--- config.mk ---
export PLATFORM = sky130hd
export DESIGN_NAME = controle_tempo_jogada
export DESIGN_NICKNAME = d
export VERILOG_FILES = /design/src/rtl/controle_tempo_jogada_pkg.sv /design/src/rtl/controle_tempo_jogada.sv
export SDC_FILE = /design/constraint.sdc
export NUM_CORES = 1
export LEC_CHECK = 0
export BUFFER_PORTS_ARGS = -buffer_cell sky130_fd_sc_hd__buf_2
export CAP_MARGIN = 20
export CORE_MARGIN = 4
export CORE_UTILIZATION = 25
export DETAILED_ROUTE_END_ITERATION = 16
export PLACE_DENSITY = 0.46
export SKIP_LAST_GASP = 1
export SLEW_MARGIN = 20
export SYNTH_ARGS = -nofsm -noshare
export SYNTH_HDL_FRONTEND = slang
export SYNTH_SLANG_ARGS = --single-unit
export TNS_END_PERCENT = 1
--- constraint.sdc ---
create_clock -name clock -period 1.1 [get_ports clock]
set_input_delay 0.165 -clock clock [delete_from_list [all_inputs] [get_ports clock]]
set_output_delay 0.165 -clock clock [all_outputs]
set_load 0.05 [all_outputs]
--- src/rtl/controle_tempo_jogada_pkg.sv ---
// controle_tempo_jogada_pkg: state codes and debug width shared by the round-timing control unit
package controle_tempo_jogada_pkg;
    localparam int DB_W = 4;
    typedef enum logic [DB_W-1:0] {
        INICIAL  = 4'd0,
        PREPARA  = 4'd1,
        CONTANDO = 4'd2,
        PAUSADO  = 4'd3,
        ACERTO   = 4'd4,
        ESTOURO  = 4'd5,
        FIM_JOGO = 4'd15
    } estado_t;
endpackage

--- src/rtl/controle_tempo_jogada.sv ---
// controle_tempo_jogada: round window timing, sticky time warnings and consecutive overrun counting
module controle_tempo_jogada
    import controle_tempo_jogada_pkg::*;
#(
    parameter int MAX_ESTOUROS = 3,
    parameter int NE = 2
) (
    input  logic            clock,
    input  logic            reset,
    input  logic            iniciar,
    input  logic            jogada,
    input  logic            pausa,
    input  logic            fim,
    input  logic            meio,
    input  logic            quarto,
    output logic            conta,
    output logic            zera_s,
    output logic            alerta_quarto,
    output logic            alerta_meio,
    output logic            pronto,
    output logic            timeout,
    output logic            fim_jogo,
    output logic [NE-1:0]   estouros,
    output logic [DB_W-1:0] db_estado
);
    localparam logic [NE-1:0] MAX_E = NE'(MAX_ESTOUROS);
    estado_t estado, proximo;
    logic [NE-1:0] estouros_inc;
    logic inicio_aceito;
    assign estouros_inc  = estouros == MAX_E ? estouros : estouros + 1'b1;
    assign inicio_aceito = iniciar && (estado == INICIAL || estado == FIM_JOGO);
    always_comb begin
        proximo = estado;
        case (estado)
            INICIAL:  proximo = iniciar ? PREPARA : INICIAL;
            PREPARA:  proximo = CONTANDO;
            CONTANDO: proximo = jogada ? ACERTO : fim ? ESTOURO : pausa ? PAUSADO : CONTANDO;
            PAUSADO:  proximo = pausa ? PAUSADO : CONTANDO;
            ACERTO:   proximo = PREPARA;
            ESTOURO:  proximo = estouros_inc == MAX_E ? FIM_JOGO : PREPARA;
            FIM_JOGO: proximo = iniciar ? PREPARA : FIM_JOGO;
            default:  proximo = INICIAL;
        endcase
    end
    always_ff @(posedge clock or posedge reset) begin
        if (reset) estado <= INICIAL;
        else       estado <= proximo;
    end
    assign zera_s    = estado == PREPARA;
    assign conta     = estado == CONTANDO;
    assign pronto    = estado == ACERTO;
    assign timeout   = estado == ESTOURO;
    assign fim_jogo  = estado == FIM_JOGO;
    assign db_estado = estado;
    always_ff @(posedge clock or posedge reset) begin
        if (reset) begin
            alerta_quarto <= 1'b0;
            alerta_meio   <= 1'b0;
            estouros      <= '0;
        end else begin
            if (estado == PREPARA) begin
                alerta_quarto <= 1'b0;
                alerta_meio   <= 1'b0;
            end else if (estado == CONTANDO) begin
                if (quarto) alerta_quarto <= 1'b1;
                if (meio)   alerta_meio   <= 1'b1;
            end
            if (estado == ESTOURO)                   estouros <= estouros_inc;
            else if (estado == ACERTO || inicio_aceito) estouros <= '0;
        end
    end
endmodule

* Word level (Yosys, flattened, before mapping) *
Index checks and enable logic that the tools add are counted.

storage, ports and cells
  register bits after elaboration = 8
  output and inout bits = 13

operators by class
  reduce and logical (&&, ||, !) cells = 10
  $add $sub $neg = 1
  equality and inequality tests = 8
  muxes and demuxes = 16

operators with widths
  cell                                            number
  case mux 4 bit (7 select lines)                 1
  two-way mux 4 bit                               4
  == test 4 x 2 -> 1 bit (second input constant)  2
  == test 4 x 3 -> 1 bit (second input constant)  2
  two-way mux 1 bit                               8
  nonzero test 2 bit                              4
  two-way mux 2 bit                               3
  == test 2 bit (second input constant)           2
  == test 4 x 1 -> 1 bit (second input constant)  1
  == test 4 bit (second input constant)           1
  logical NOT 4 bit                               1
  AND reduction 2 bit                             2
  adder 2 x 1 -> 2 bit (second input constant)    1
  logical OR 1 bit                                2
  logical AND 1 bit                               1

* Depth between registers and ports, before layout *
  depth after elaboration = 6
  mapped depth = 4
  depth with buffers taken out = 3

* Least setup slack after synthesis *
OpenSTA, ideal clock, no wires.

  kind = register to output
  start = register estado[2] (netlist: db_estado[2])
  end = output port pronto
  cell stages (with the launch flop) = 3
  arrival time = 2,507 ps
  path buffers = 1
  slack = -1,572 ps
  data required time = 935 ps
  cells stage by stage = dfrtp_1 buf_2 nor4b_1

on the way
  longest elaborated chain between the ends = 1

RTL lines
  element                 line                         source
  from (decl)             controle_tempo_jogada.sv:27  estado_t estado, proximo;
  from (signal assigned)  controle_tempo_jogada.sv:47  else estado <= proximo;
  == test 4 x 3 -> 1 bit  controle_tempo_jogada.sv:51  assign pronto = estado == ACERTO;
  to (decl)               controle_tempo_jogada.sv:20  output logic pronto,

Every way passes these cells.

* Worst setup path in the final report *
  start = register estado[3] (netlist: db_estado[3])
  end = output port timeout

on the way
  longest elaborated chain between the ends = 1

RTL lines
  element                 line                         source
  == test 4 x 3 -> 1 bit  controle_tempo_jogada.sv:52  assign timeout = estado == ESTOURO;
  to (decl)               controle_tempo_jogada.sv:21  output logic timeout,

Every way passes these cells.

==> results.cfg <==
[routing]
met1Wirelength_um = 622
wl_met3_um = 64
wl_met2_um = 661
highest_layer = met4
drc_errors = 0
ant_nets = 0
finalWirelength_um = 1350
drtIter0Drc = 8
drt_pass1_iterations = 4
via_per_inst = 4.42
vias = 517
wl_per_cell_um = 11.6

[power_and_ir_drop]
p_per_area_nw_per_um2 = 3050
vdd_ir_drop_max_v = 0.00144
p_total_w = 0.00256
p_leak_nw = 0.417

[die]
dieArea_um2 = 2670
die_w_um = 51.7
num_io_pins = 21
num_rows = 15
core_um2 = 1760
fp.dieH_um = 51.7
start_util_pct = 27.0

[timing]
rsz0062_at_grt = true
fmax_mhz = 718
slew_headroom_pct = 80.2
setup_tns_ps = -3340
min_period_over_period_pct = 127
fin_skew_ps = 10.7
setup_viol = 18
slew_viol_final = 0
worst_pin_slew_ps = 294
fin_crit_ps = 1390
hold_violations = 0
finalWorstSetupSlack_ps = -293

[cts]
htree_levels = 1
numCtsBuffers = 3
clkTransAtPathRegs_ps = 60
cts_sinks = 8
cts_tree = done
clk_path_buf_depth = 2
insertion_delay_ps = 250
clock-root-buffer = clkbuf_4

[layout]
layout.nets = 102
drive_above_1_share_pct = 62.0
areaGrowthSynthToFinish_pct = 76.1
design_area_um2 = 840
diodes = 0

[synthesis]
synth_area_um2 = 477
yosysWarnings = 0
async_flop_share_pct = 100
synth.avg_cell_area_um2 = 9.17
synth_top_area_share_pct = 42.0
seq_area_frac_synth_pct = 42.0
synthCells = 52
synth_area_leaders = dfrtp_1, a21o_1, inv_1
ys_ff_latch = 8
synth_edf_count = 0
ys.flop_type = dfrtp_1
synth_top_area_cell = dfrtp_1
synth_cell_type_count = 25
syn-num-nets = 60
synth_common_cells = dfrtp_1, inv_1, nor2_1
synth_most_common_cell = dfrtp_1

[global_route]
grt_pass1_wl_um = 2420
antenna_found_initial = 0
grt_overflow_total = 0
gr-usage-all-layers_pct = 12.1
grt_start_max_net_pins = 9
grt_pass1_vias = 545

[critical_path]
crit_type = reg2out
end_kind = output pin
crit_buf_inv = 1
cp_top_family = flip-flops
required_ps = 940
critPathLaunchType = flop
slowest_stage = dfrtp_2
arrival_ps = 1230
critPathMaxStageDelay_ps = 470
worstPathCellList = and4bb_2 -> buf_6
crit_path_max_fanout = 7

[outcome]
violations = setup timing
status = complete, but fails checks

[placed_design]
detailed_place_hpwl_um = 1030
place_area_um2 = 692
port_buffers = 20
gp_congestion = 0.669

[job]
drv_cap = 0

[min_path]
hold_class = in2reg
## cells by family (layout without fill, tap and decap cells)
family / Yosys count / in the layout / synth area share, %
buffers and inverters: 9 / 49 / 9.19
and+or+nand+nor: 19 / 19 / 23.9
AOI/OAI and AO/OA: 16 / 16 / 24.9
DFF: 8 / 8 / 42.0
## cells in the final DEF, fill, tap and decap left out
cell	count
a21o_1	3
a21oi_1	1
a22o_1	2
and2_2	1
and4bb_2	1
buf_2	15
buf_4	18
buf_6	6
clkbuf_4	3
dfrtp_1	4
dfrtp_2	4
dlygate4sd3_1	1
inv_1	5
inv_2	1
nand2_1	2
nand2_2	2
nand3b_1	1
nor2_1	4
nor2_2	1
nor2_4	1
nor2b_1	1
nor3_1	1
nor3_4	1
nor3b_1	1
nor4b_4	1
o211ai_1	1
o21a_1	1
o21ai_0	3
o21ai_2	1
o311ai_2	1
o31ai_1	3
or3b_1	1
## layer usage
layer	vias to the layer above	global-route usage (%)
met4	0	5.24
met1	236	14.9
li1	265	-
met5	-	0
met2	14	20.3
met3	2	2.29
## path summary, 6_finish.rpt
| kind | slack [ps] | to | cells after the start | startpoint |
|---|---|---|---|---|
| worst max-delay path | -290 | timeout | 2 | db_estado[3] |
| worst min-delay path | 170 | db_estado[0] | 2 | jogada |
| worst max register to register | -230 | db_estado[1] | 4 | db_estado[3] |
| worst min register to register | 530 | alerta_meio | 1 | alerta_meio |
| max in group asynchronous | 450 | db_estado[3] | 3 | reset |
| min in group asynchronous | 390 | alerta_meio | 3 | reset |
## final cells by class
| cell class | instances | area [um2] |
|---|---|---|
| Multi-Input combinational cell | 35 | 270 |
| Tap cell | 25 | 31.3 |
| Clock buffer | 3 | 22.5 |
| Sequential cell | 8 | 205 |
| Timing Repair Buffer | 40 | 288 |
| Inverter | 6 | 22.5 |
| Fill cell | 187 | 925 |
## state kept, by name, summed over array words and instances, names as in the netlist
register       flops
alerta_quarto      1
db_estado          4
alerta_meio        1
estouros           2
## report_power, final
group / switching (W) / internal (W)
clock network: 0.0000944 / 0.000125
logic: 0.00102 / 0.000733
registers: 0.000161 / 0.000419
## stage by stage
step	cells	hold WS [ps]	utilization, %	setup WS [ps]
finish	117	169	47.6	-293
global route	117	167	47.6	-333
CTS	117	150	47.2	-310
detailed placement	104	124	39.2	-167
global placement	104	122	39.2	-138
floorplan	52	-19.6	-	-410
## repair_timing
action,4_1_cts,5_1_grt
hold endpoints to repair,8,0
hold buffers,1,0
buffers inserted,9,0
gates resized for setup,14,3
pin swaps,3,1
setup endpoints to repair,18,19
(Power assumes the default switching activity.)
